### config.mk
export PLATFORM = sky130hd
export DESIGN_NAME = axis_serdes_tx_arbiter
export DESIGN_NICKNAME = d
export VERILOG_FILES = /design/src/rtl/axis_serdes_pkg.sv /design/src/rtl/rr_arbiter_comb.sv /design/src/rtl/axis_serdes_tx_arbiter.sv
export SDC_FILE = /design/constraint.sdc
export NUM_CORES = 1
export LEC_CHECK = 0
export ABC_CLOCK_PERIOD_IN_PS = 1900
export BUFFER_PORTS_ARGS = -buffer_cell sky130_fd_sc_hd__buf_4
export CAP_MARGIN = 15
export CORE_AREA = 2 2 216 218
export CTS_BUF_LIST = sky130_fd_sc_hd__clkbuf_16
export DETAILED_ROUTE_END_ITERATION = 8
export DIE_AREA = 0 0 218 220
export PLACE_DENSITY = 0.41
export SLEW_MARGIN = 20
export SYNTH_ARGS = -nofsm -noshare
export SYNTH_HDL_FRONTEND = slang
export SYNTH_SLANG_ARGS = --single-unit
### constraint.sdc
create_clock -name CLK_I -period 1.9 [get_ports CLK_I]
set_input_delay 0.285 -clock CLK_I [delete_from_list [all_inputs] [get_ports CLK_I]]
set_output_delay 0.285 -clock CLK_I [all_outputs]
set_load 0.01 [all_outputs]
### src/rtl/axis_serdes_pkg.sv
// Shared definitions for the axis_serdes bridge family: arbiter state encoding and a
// constant-evaluable ceil(log2) helper.
package axis_serdes_pkg;

    typedef enum logic [1:0] {
        StIdle = 2'd0,
        StCmd  = 2'd1,
        StData = 2'd2
    } arb_state_e;

    function automatic int unsigned clog2(input int unsigned value);
        int unsigned result;
        result = 0;
        for (int unsigned i = 0; i < 32; i++) begin
            if ((32'd1 << i) < value) begin
                result = i + 1;
            end
        end
        return result;
    endfunction

endpackage

### src/rtl/rr_arbiter_comb.sv
// Combinational round-robin pick: first asserted request at or after ptr, modulo NUM_REQ.
// The ptr input is expected to be below NUM_REQ.
module rr_arbiter_comb #(
    parameter int unsigned NUM_REQ   = 4,
    parameter int unsigned IDX_WIDTH = 2
) (
    input  logic [NUM_REQ-1:0]   req,
    input  logic [IDX_WIDTH-1:0] ptr,
    output logic                 valid,
    output logic [IDX_WIDTH-1:0] idx
);

    localparam int unsigned SW = IDX_WIDTH + 1;

    logic [SW-1:0] sum;

    always_comb begin
        valid = |req;
        idx   = '0;
        sum   = '0;
        // Scan farthest offset first so the nearest request at/after ptr overwrites last.
        for (int off = int'(NUM_REQ) - 1; off >= 0; off--) begin
            sum = {1'b0, ptr} + SW'(off);
            if (sum >= SW'(NUM_REQ)) begin
                sum = sum - SW'(NUM_REQ);
            end
            if (req[sum[IDX_WIDTH-1:0]]) begin
                idx = sum[IDX_WIDTH-1:0];
            end
        end
    end

endmodule

### src/rtl/axis_serdes_tx_arbiter.sv
// Packet-level round-robin arbiter sharing the bridge S_AW*/S_W* slave port among NUM_REQ
// requesters. Define ARB_BEAT_CHECK_EN to add AWLEN beat checking (ERR_O, ERR_STICKY_O).
module axis_serdes_tx_arbiter
    import axis_serdes_pkg::*;
#(
    parameter int unsigned NUM_REQ      = 4,
    parameter int unsigned DATA_WIDTH   = 64,
    parameter int unsigned AWPORT_WIDTH = 2,
    parameter int unsigned AWLEN_WIDTH  = 16,
    parameter int unsigned AWSIZE_WIDTH = 16
) (
    input  logic                                CLK_I,
    input  logic                                RST_I,
    input  logic [NUM_REQ*AWLEN_WIDTH-1:0]      S_AWLEN,
    input  logic [NUM_REQ*AWSIZE_WIDTH-1:0]     S_AWSIZE,
    input  logic [NUM_REQ-1:0]                  S_AWVALID,
    output logic [NUM_REQ-1:0]                  S_AWREADY,
    input  logic [NUM_REQ-1:0]                  S_WVALID,
    output logic [NUM_REQ-1:0]                  S_WREADY,
    input  logic [NUM_REQ*DATA_WIDTH-1:0]       S_WDATA,
    input  logic [NUM_REQ*(DATA_WIDTH/8)-1:0]   S_WSTRB,
    input  logic [NUM_REQ-1:0]                  S_WLAST,
    output logic [AWPORT_WIDTH-1:0]             M_AWPORT,
    output logic [AWLEN_WIDTH-1:0]              M_AWLEN,
    output logic [AWSIZE_WIDTH-1:0]             M_AWSIZE,
    output logic                                M_AWVALID,
    input  logic                                M_AWREADY,
    output logic                                M_WVALID,
    input  logic                                M_WREADY,
    output logic [DATA_WIDTH-1:0]               M_WDATA,
    output logic [DATA_WIDTH/8-1:0]             M_WSTRB,
    output logic                                M_WLAST,
    output logic [NUM_REQ-1:0]                  GRANT_O,
    output logic                                BUSY_O
`ifdef ARB_BEAT_CHECK_EN
    ,
    output logic                                ERR_O,
    output logic                                ERR_STICKY_O
`endif
);

    localparam int unsigned IDX_WIDTH  = (clog2(NUM_REQ) > 0) ? clog2(NUM_REQ) : 1;
    localparam int unsigned STRB_WIDTH = DATA_WIDTH / 8;

    arb_state_e             state_q, state_d;
    logic [IDX_WIDTH-1:0]   grant_q, grant_d;
    logic [IDX_WIDTH-1:0]   rr_ptr_q, rr_ptr_d;
    logic                   pick_valid;
    logic [IDX_WIDTH-1:0]   pick_idx;
    logic                   aw_hs, w_hs, wlast_eff;

    logic [AWLEN_WIDTH-1:0]  awlen_arr  [NUM_REQ];
    logic [AWSIZE_WIDTH-1:0] awsize_arr [NUM_REQ];
    logic [DATA_WIDTH-1:0]   wdata_arr  [NUM_REQ];
    logic [STRB_WIDTH-1:0]   wstrb_arr  [NUM_REQ];

    for (genvar i = 0; i < NUM_REQ; i++) begin : g_unpack
        assign awlen_arr[i]  = S_AWLEN[i*AWLEN_WIDTH +: AWLEN_WIDTH];
        assign awsize_arr[i] = S_AWSIZE[i*AWSIZE_WIDTH +: AWSIZE_WIDTH];
        assign wdata_arr[i]  = S_WDATA[i*DATA_WIDTH +: DATA_WIDTH];
        assign wstrb_arr[i]  = S_WSTRB[i*STRB_WIDTH +: STRB_WIDTH];
    end

    rr_arbiter_comb #(
        .NUM_REQ   (NUM_REQ),
        .IDX_WIDTH (IDX_WIDTH)
    ) u_pick (
        .req   (S_AWVALID),
        .ptr   (rr_ptr_q),
        .valid (pick_valid),
        .idx   (pick_idx)
    );

    assign aw_hs = (state_q == StCmd) && S_AWVALID[grant_q] && M_AWREADY;
    assign w_hs  = (state_q == StData) && S_WVALID[grant_q] && M_WREADY;

`ifdef ARB_BEAT_CHECK_EN
    logic [AWLEN_WIDTH-1:0] beat_cnt_q, awlen_q;
    logic                   err_q, err_sticky_q, beat_final;

    // Reaching AWLEN terminates the burst even if the requester forgot WLAST.
    assign beat_final = (beat_cnt_q + 1'b1) == awlen_q;
    assign wlast_eff  = S_WLAST[grant_q] | beat_final;

    always_ff @(posedge CLK_I) begin
        if (RST_I) begin
            beat_cnt_q   <= '0;
            awlen_q      <= '0;
            err_q        <= 1'b0;
            err_sticky_q <= 1'b0;
        end else begin
            err_q <= w_hs && (S_WLAST[grant_q] ^ beat_final);
            if (w_hs && (S_WLAST[grant_q] ^ beat_final)) begin
                err_sticky_q <= 1'b1;
            end
            if (aw_hs) begin
                awlen_q    <= awlen_arr[grant_q];
                beat_cnt_q <= '0;
            end else if (w_hs) begin
                beat_cnt_q <= beat_cnt_q + 1'b1;
            end
        end
    end

    assign ERR_O        = err_q;
    assign ERR_STICKY_O = err_sticky_q;
`else
    assign wlast_eff = S_WLAST[grant_q];
`endif

    always_ff @(posedge CLK_I) begin
        if (RST_I) begin
            state_q  <= StIdle;
            grant_q  <= '0;
            rr_ptr_q <= '0;
        end else begin
            state_q  <= state_d;
            grant_q  <= grant_d;
            rr_ptr_q <= rr_ptr_d;
        end
    end

    always_comb begin
        state_d   = state_q;
        grant_d   = grant_q;
        rr_ptr_d  = rr_ptr_q;
        S_AWREADY = '0;
        S_WREADY  = '0;
        M_AWPORT  = '0;
        M_AWLEN   = '0;
        M_AWSIZE  = '0;
        M_AWVALID = 1'b0;
        M_WVALID  = 1'b0;
        M_WDATA   = '0;
        M_WSTRB   = '0;
        M_WLAST   = 1'b0;
        GRANT_O   = '0;
        BUSY_O    = (state_q != StIdle);

        unique case (state_q)
            StIdle: begin
                if (pick_valid) begin
                    grant_d = pick_idx;
                    state_d = StCmd;
                end
            end
            StCmd: begin
                GRANT_O[grant_q]   = 1'b1;
                M_AWVALID          = S_AWVALID[grant_q];
                M_AWPORT           = AWPORT_WIDTH'(grant_q);
                M_AWLEN            = awlen_arr[grant_q];
                M_AWSIZE           = awsize_arr[grant_q];
                S_AWREADY[grant_q] = M_AWREADY;
                if (aw_hs) begin
                    state_d = StData;
                end else if (!S_AWVALID[grant_q]) begin
                    // Withdrawn command: re-arbitrate without advancing the pointer.
                    state_d = StIdle;
                    grant_d = '0;
                end
            end
            StData: begin
                GRANT_O[grant_q]  = 1'b1;
                M_WVALID          = S_WVALID[grant_q];
                M_WDATA           = wdata_arr[grant_q];
                M_WSTRB           = wstrb_arr[grant_q];
                M_WLAST           = wlast_eff;
                S_WREADY[grant_q] = M_WREADY;
                if (w_hs && wlast_eff) begin
                    state_d  = StIdle;
                    grant_d  = '0;
                    rr_ptr_d = (grant_q == IDX_WIDTH'(NUM_REQ - 1)) ? '0 : grant_q + 1'b1;
                end
            end
            default: begin
                state_d = StIdle;
            end
        endcase
    end

endmodule

==> results of run 1 <==
worst max-delay path by stage:
stage,start,to,cells after the start,slack (ns)
floorplan,grant_q[0]$_SDFFE_PP0P_,M_WDATA[22],5,0.02
global placement,grant_q[0]$_SDFFE_PP0P_,grant_q[0]$_SDFFE_PP0P_,5,-0.01
detailed placement,grant_q[0]$_SDFFE_PP0P_,grant_q[0]$_SDFFE_PP0P_,5,-0.05
CTS,grant_q[0]$_SDFFE_PP0P_,M_AWLEN[3],5,-0.20
global route,grant_q[0]$_SDFFE_PP0P_,M_AWLEN[3],5,-0.25
finish,grant_q[0]$_SDFFE_PP0P_,M_AWLEN[3],5,-0.22
routing by layer:
layer  global-route usage, %  vias to the layer above  share of wire [%]  routed length (µm)
met5                       0                        -                  0                   0
met4                    1.25                        0                1.0                 303
met3                    1.30                       18                6.6                1930
met2                    18.6                      258                 50               14700
met1                    15.3                     2709                 43               12500
li1                        -                     2453                  -                   -
registers in the layout, summed over array words and instances, names as in the netlist:
| signal | count |
|---|---|
| grant_q | 2 |
| rr_ptr_q | 2 |
| state_q | 2 |
worst register-to-register path: cells and delay by family (launching register included):
kind            cells  cell delay, ns
flops               1            0.41
buf+inv             2            0.32
mux                 2            0.86
compound gates      1            0.23
simple gates        1            0.09
power by group through the flow:
stage               registers (W)  clock network [W]  logic, W
global placement         0.000162                  0   0.00265
detailed placement       0.000163                  0   0.00265
finish                   0.000162           0.000342   0.00320
floorplan                0.000152                  0   0.00119
CTS                      0.000166           0.000345   0.00317
global route             0.000165           0.000355   0.00340
through the flow:
step / setup slack [ns] / area (µm²) / std cells
2_1_floorplan: 0.0225 / 3860 / 322
3_3_place_gp: -0.0122 / 9050 / 1484
3_5_place_dp: -0.0516 / 9050 / 1484
4_1_cts: -0.205 / 10100 / 1500
5_1_grt: -0.253 / 10200 / 1504
6_report: -0.218 / 10200 / 1504
cells by family (layout without fill, tap and decap cells):
group | count (synthesis) | count (layout) | synth area share (%)
buffers and inverters | 45 | 620 | 6.16
adder cells (fa/ha/maj) | 8 | 8 | 2.59
multiplexers | 113 | 113 | 63.8
AO/OA/AOI/OAI | 13 | 13 | 2.43
AND/OR/NAND/NOR | 137 | 137 | 21.9
flip-flops | 6 | 6 | 3.11
cells in the mapped netlist (6+ instances only):
master,n,area share [%]
buf_1,6,0.58
mux4_2,106,62
clkbuf_1,12,1.2
and2_1,111,18
and3_1,8,1.3
nand2b_1,6,0.97
buf_4,7,1.4
buf_2,7,0.91
ha_1,8,2.6
inv_1,9,0.88
dfxtp_1,6,3.1
mux2i_1,6,1.6
cell type report:
class	instances	area, µm²	share of cell area, %
inverter	9	33.8	0.331
timing repair buffer	608	5390	52.8
clock buffer	3	75.1	0.735
multi-input combinational	271	3820	37.4
tap	607	759	7.44
sequential	6	129	1.26
timing repair:
action,in CTS,in global routing
cloned,4,2
endpoints found under the setup margin,105,123
pin swaps,14,18
hold buffers,0,0
resized for setup,222,29
buffers inserted,9,3
==> flow_metrics.tcl, run 1 <==
set metrics [dict create \
    cp-start-kind "flip-flop" \
    placementRows 79 \
    hold_slack_ns 0.303 \
    io_buffer_count 553 \
    final_common_cell "buf_4" \
    drv_cap 0 \
    violations "negative setup slack" \
    diodes 0 \
    fin_ws_ns -0.218 \
    p_switching_w 0.00123 \
    die_y_um 220 \
    grt_usage_pct 11.0 \
    synth-seq-cells 6 \
    final_util_pct 22.3 \
    viasPerCell 3.62 \
    htree_levels 1 \
    hold_end "state_q[1]$_SDFFE_PP0P_" \
    tightest_slew_ns 0.321 \
    final_cell_mix "466 x buf_4, 112 x buf_6, 106 x mux4_2" \
    regToRegStartpoint "grant_q[0]$_SDFFE_PP0P_" \
    avgRoutedWirePerCell_um 19.6 \
    synthArstFlopShare_pct 0 \
    worstHoldPathCells 2 \
    cts_buffers 3 \
    ys_types 30 \
    critPathMaxFanout 7 \
    grt_pass1_wl_mm 38.6 \
    synth_edf_count 0 \
    critPathKind "reg2out" \
    first_global_vias 5631 \
    antenna_found_initial 1 \
    ant_nets 0 \
    r2r-end "grant_q[0]$_SDFFE_PP0P_" \
    synth.yosys.warnings 0 \
    switching_share_pct 33.0 \
    synth_nets 762 \
    peakVddDrop_mv 0.219 \
    drtPass1Iterations 5 \
    critPathSlowestCell "mux4_2" \
    cts_tree "done" \
    skew_ns 0.000383 \
    drt-initial-drc-count 250 \
    nets 1339 \
    route.detailed.drc 0 \
    slew_headroom_pct 78.4 \
    wirelength_mm 29.5 \
    dp_hpwl_mm 25.0 \
    hold_violations 0 \
    start_util_pct 8.42 \
    seqPwrFrac_pct 4.4 \
    vias 5438 \
    grt_max_degree 63 \
    fillers 5035 \
    tns_ns -13.85 \
    path_buf_inv 3 \
    cellLeakagePower_nw 4.56 \
    powerDensity_nw_per_um2 363 \
    fin_crit_sh_pct 111 \
    p_clk_share_pct 9.2 \
    dieArea_um2 48000 \
    worst_path_largest_cell_delay_ns 0.54 \
    cts_buffer_depth 2 \
    clock-sinks 6 \
    r2r_slack_ns -0.14 \
    die_w_um 218 \
    place.gp.congestion 0.933 \
    root_buffer "clkbuf_16" \
    clk_latency_ns 0.23 \
    syn_area_um2 3860 \
    rsz0062_at_grt "yes" \
    crit_top_cell "buf_12" \
    cp-end-kind "primary output" \
    fmax_mhz 472 \
    setup_violations 110 \
    crit_chain "buf_12 > buf_12 > mux4_2 > and2_4 > buf_6" \
    hold_class "in2reg" \
    hp-start "RST_I" \
    period_minus_slack_ns 2.12 \
    syn_avg_cell_area_um2 12.0 \
    worst_ep_required_time_ns 1.62 \
    syn2layout_area_growth_pct 164 \
    syn_inst 322 \
    power_w 0.00371 \
    clkSlewWorstSetupHoldPaths_ns 0.03 \
    cp_top_family "multiplexers" \
    grt_overflow 0 \
    ys.flop_type "dfxtp_1" \
    ys_seq_area_share_pct 3.11 \
    power_frac_comb_pct 86.4 \
    intPower_w 0.00248 \
    num_io_pins 554 \
    drive_above_1_share_pct 92.9 \
    slew_violations 0 \
    outcome "complete, but fails checks" \
    crit_arrival_ns 1.83 \
    r2r_cells 6 \
    core_um2 45900 \
]
(Power assumes the default switching activity.)
==> run 2: changes to the inputs <==
PLACE_DENSITY = 0.38   (was 0.41)
==> flow_metrics.tcl, run 2 (same netlist as run 1, synthesis figures left out) <==
set metrics [dict create \
    outcome "complete, but fails checks" \
    violations "negative setup slack" \
    root_buffer "clkbuf_16" \
    grt_pass1_wl_mm 40.0 \
    final_cell_mix "482 x buf_4, 106 x mux4_2, 97 x buf_6" \
    start_util_pct 8.42 \
    cellLeakagePower_nw 4.47 \
    pre_cts_slack_ns -0.0710 \
    io_buffer_count 553 \
    slew_headroom_pct 80.5 \
    num_io_pins 554 \
    period_minus_slack_ns 2.13 \
    hold_violations 0 \
    placementRows 79 \
    drt-initial-drc-count 232 \
    grt_max_degree 41 \
    final_common_cell "buf_4" \
    hold_class "in2reg" \
    vias 5360 \
    cts_tree "done" \
    first_global_vias 5498 \
    drtPass1Iterations 4 \
    tightest_slew_ns 0.290 \
    route.detailed.drc 0 \
    die_w_um 218 \
    cp-start-kind "flip-flop" \
    nets 1333 \
    grt_overflow 0 \
    wirelength_mm 30.3 \
    cp-end-kind "primary output" \
    viasPerCell 3.58 \
    cts_buffer_depth 2 \
    ant_nets 0 \
    htree_levels 1 \
    antenna_found_initial 0 \
    drive_above_1_share_pct 90.9 \
    clk_latency_ns 0.23 \
    diodes 0 \
    peakVddDrop_mv 0.395 \
    dieArea_um2 48000 \
    worst_ep_required_time_ns 1.62 \
    crit_arrival_ns 1.84 \
    core_um2 45900 \
    clock-sinks 6 \
    clkSlewWorstSetupHoldPaths_ns 0.03 \
    ctsHoldBuffers 0 \
    avgRoutedWirePerCell_um 20.2 \
    reg_top3 "grant_q x2, rr_ptr_q x2, state_q x2" \
    place.gp.congestion 0.908 \
    powerDensity_nw_per_um2 365 \
    syn2layout_area_growth_pct 159 \
    critPathKind "reg2out" \
    critPathMaxFanout 12 \
    final_util_pct 21.8 \
    skew_ns 0.00216 \
    fin_ws_ns -0.229 \
    rsz0062_at_grt "yes" \
    die_y_um 220 \
    cts_buffers 3 \
    slew_violations 0 \
    tns_ns -15.28 \
    fin_crit_sh_pct 112 \
    dp_hpwl_mm 25.6 \
    fmax_mhz 470 \
    drv_cap 0 \
    setup_violations 112 \
    grt_usage_pct 11.5 \
]
## run 2: report_power, final
| part | internal, W | switching (W) | total (W) |
|---|---|---|---|
| sequential | 0.000139 | 0.0000228 | 0.000162 |
| combinational | 0.00201 | 0.00113 | 0.00314 |
| clock | 0.000273 | 0.0000687 | 0.000341 |
| total | 0.00243 | 0.00122 | 0.00365 |
## run 2: critical path: stages (launching register included)
cell and delay, ns:
dfxtp_4 0.39, buf_16 0.18, buf_4 0.15, mux4_2 0.55, and2_1 0.19, buf_4 0.14
## run 2: cell type report
type	instances	area (µm²)
timing repair buffer	602	5200
sequential	6	129
inverter	9	33.8
tap	607	759
fill	5081	35900
multi-input combinational	271	3800
clock inverter	1	3.75
clock buffer	3	75.1
## run 2: layer usage
| metal | GRT usage, % | vias up | part of all wire, % |
|---|---|---|---|
| met3 | 1.30 | 4 | 4.8 |
| met5 | 0 | - | 0 |
| li1 | - | 2437 | - |
| met1 | 16.3 | 2708 | 45 |
| met4 | 0.385 | 0 | 0.25 |
| met2 | 19.5 | 211 | 50 |
## run 2: path summary, 6_finish.rpt
check / startpoint / cells after the start / slack, ns / end
setup / recovery: grant_q[0]$_SDFFE_PP0P_ / 5 / -0.23 / M_WDATA[4]
hold / removal: RST_I / 2 / 0.29 / state_q[1]$_SDFFE_PP0P_
setup reg to reg: grant_q[0]$_SDFFE_PP0P_ / 6 / -0.13 / grant_q[0]$_SDFFE_PP0P_
hold reg to reg: rr_ptr_q[0]$_SDFFE_PP0P_ / 2 / 0.48 / rr_ptr_q[0]$_SDFFE_PP0P_
## run 2: repair_timing
item,in CTS,in global routing
buffers inserted,11,2
endpoints found under the setup margin,116,123
resized for setup,162,52
pin swaps,22,6
cloned,4,0
## run 2: through the flow
stage                     hold slack, ns  std cells  instance area (µm²)  total power [W]
final                              0.294       1499                10000          0.00365
after global routing               0.290       1499                10000          0.00387
after CTS                          0.291       1500                 9850          0.00360
after floorplan                    0.354        322                 3860          0.00134
after global placement             0.469       1481                 8980          0.00280
after detailed placement           0.471       1481                 8980          0.00280
==> run 3: changes to the inputs <==
MAX_ROUTING_LAYER = met4   (was not set)
RECOVER_POWER = 100   (was not set)
SLEW_MARGIN = not set   (was 20)
==> flow_metrics.tcl, run 3 (same netlist as run 1, synthesis figures left out) <==
set metrics [dict create \
    reg_top3 "grant_q x2, rr_ptr_q x2, state_q x2" \
    violations "negative setup slack" \
    crit_arrival_ns 1.81 \
    drtPass1Iterations 4 \
    grt_usage_pct 11.9 \
    cp-start-kind "flip-flop" \
    skew_ns 0.00425 \
    viasPerCell 3.64 \
    worst_ep_required_time_ns 1.62 \
    clk_latency_ns 0.23 \
    regToRegStartpoint "grant_q[0]$_SDFFE_PP0P_" \
    io_buffer_count 553 \
    powerDensity_nw_per_um2 357 \
    first_global_vias 5569 \
    start_util_pct 8.42 \
    grt_overflow 0 \
    r2r_slack_ns -0.12 \
    slew_headroom_pct 80.1 \
    place.gp.congestion 0.938 \
    rsz0062_at_grt "yes" \
    p_switching_w 0.00120 \
    r2r_cells 6 \
    ant_nets 0 \
    power_frac_comb_pct 85.8 \
    fin_ws_ns -0.193 \
    r2r-end "grant_q[0]$_SDFFE_PP0P_" \
    cts_tree "done" \
    avgRoutedWirePerCell_um 20.6 \
    worst_path_largest_cell_delay_ns 0.55 \
    slew_violations 0 \
    die_y_um 220 \
    final_cell_mix "474 x buf_4, 106 x mux4_2, 92 x buf_6" \
    peakVddDrop_mv 0.336 \
    dieArea_um2 48000 \
    fin_crit_sh_pct 110 \
    drive_above_1_share_pct 90.3 \
    crit_top_cell "buf_12" \
    num_io_pins 554 \
    placementRows 79 \
    antenna_found_initial 3 \
    syn2layout_area_growth_pct 159 \
    drv_cap 0 \
    crit_end "M_WDATA[4]" \
    dp_hpwl_mm 26.1 \
    final_common_cell "buf_4" \
    crit_start "grant_q[0]$_SDFFE_PP0P_" \
    die_w_um 218 \
    seqPwrFrac_pct 4.4 \
    root_buffer "clkbuf_16" \
    cp-end-kind "primary output" \
    p_clk_share_pct 9.8 \
    nets 1330 \
    drt-initial-drc-count 222 \
    critPathKind "reg2out" \
    fillers 5064 \
    htree_levels 1 \
    intPower_w 0.00236 \
    tightest_slew_ns 0.299 \
    clock-sinks 6 \
    pre_cts_slack_ns -0.0530 \
    period_minus_slack_ns 2.09 \
    critPathMaxFanout 7 \
    path_buf_inv 3 \
    switching_share_pct 33.7 \
    path_depth 5 \
    critPathSlowestCell "mux4_2" \
    cp_top_family "multiplexers" \
    hold_violations 0 \
    vias 5456 \
    core_um2 45900 \
    setup_violations 112 \
    wirelength_mm 30.8 \
    grt_pass1_wl_mm 40.2 \
    final_util_pct 21.8 \
    route.detailed.drc 0 \
    fmax_mhz 478 \
    outcome "complete, but fails checks" \
    cellLeakagePower_nw 4.45 \
    crit_chain "buf_12 > buf_12 > mux4_2 > and2_4 > buf_6" \
    grt_max_degree 40 \
    power_w 0.00356 \
    cts_buffers 3 \
    ctsHoldBuffers 0 \
    clkSlewWorstSetupHoldPaths_ns 0.04 \
    hold_class "in2reg" \
    cts_buffer_depth 2 \
]
run 3: cell count changes in the layout (fill, tap and decap cells not counted), moves of 3 or more:
cell / delta
clkbuf_2: +5
diode_2: +4
buf_6: -5
buf_4: -8
clkbuf_16: +3
run 3: area by class of cell:
cell class	count	area (µm²)	share of cell area, %
diodes	4	10.0	0.100
well taps	607	759	7.60
inverters	9	36.3	0.363
multi-input cells	271	3760	37.7
repair buffers	599	5210	52.2
flip-flops and latches	6	128	1.28
clock inverters	1	3.75	0.0376
clock buffers	3	75.1	0.752
run 3: through the flow:
step | setup TNS, ns | hold WS [ns] | instance area, µm² | cells
detailed placement | -0.189 | 0.470 | 8980 | 1478
CTS | -15.14 | 0.293 | 9910 | 1492
global placement | -0.115 | 0.467 | 8980 | 1478
finish | -12.31 | 0.285 | 9990 | 1500
floorplan | 0 | 0.354 | 3860 | 322
global route | -18.78 | 0.302 | 9980 | 1499
run 3: per-layer routing:
layer,vias up,wire [µm],GRT usage (%)
met5,-,0,-
met4,0,308,1.34
met3,14,2020,2.35
met1,2749,13300,15.8
li1,2439,-,-
met2,254,15300,19.2
run 3: worst min path at each step:
| stage | start | slack (ns) | cells past startpoint | end |
|---|---|---|---|---|
| 2_1_floorplan | RST_I | 0.35 | 1 | rr_ptr_q[0]$_SDFFE_PP0P_ |
| 3_3_place_gp | rr_ptr_q[0]$_SDFFE_PP0P_ | 0.47 | 2 | rr_ptr_q[0]$_SDFFE_PP0P_ |
| 3_5_place_dp | rr_ptr_q[0]$_SDFFE_PP0P_ | 0.47 | 2 | rr_ptr_q[0]$_SDFFE_PP0P_ |
| 4_1_cts | RST_I | 0.29 | 2 | state_q[1]$_SDFFE_PP0P_ |
| 5_1_grt | RST_I | 0.30 | 2 | rr_ptr_q[0]$_SDFFE_PP0P_ |
| 6_report | RST_I | 0.29 | 2 | rr_ptr_q[0]$_SDFFE_PP0P_ |
run 3: power by group through the flow:
| stage | combinational (W) | sequential [W] | clock [W] |
|---|---|---|---|
| floorplan | 0.00119 | 0.000152 | 0 |
| global placement | 0.00266 | 0.000156 | 0 |
| detailed placement | 0.00266 | 0.000157 | 0 |
| CTS | 0.00308 | 0.000159 | 0.000354 |
| global route | 0.00325 | 0.000159 | 0.000367 |
| finish | 0.00305 | 0.000157 | 0.000350 |
run 3: what timing repair did:
action | 4_1_cts | 5_1_grt
hold endpoints to repair | 0 | 0
buffers inserted | 6 | 2
pin swaps | 26 | 7
resized for setup | 201 | 9
gates cloned | 4 | 3
endpoints found under the setup margin | 115 | 122
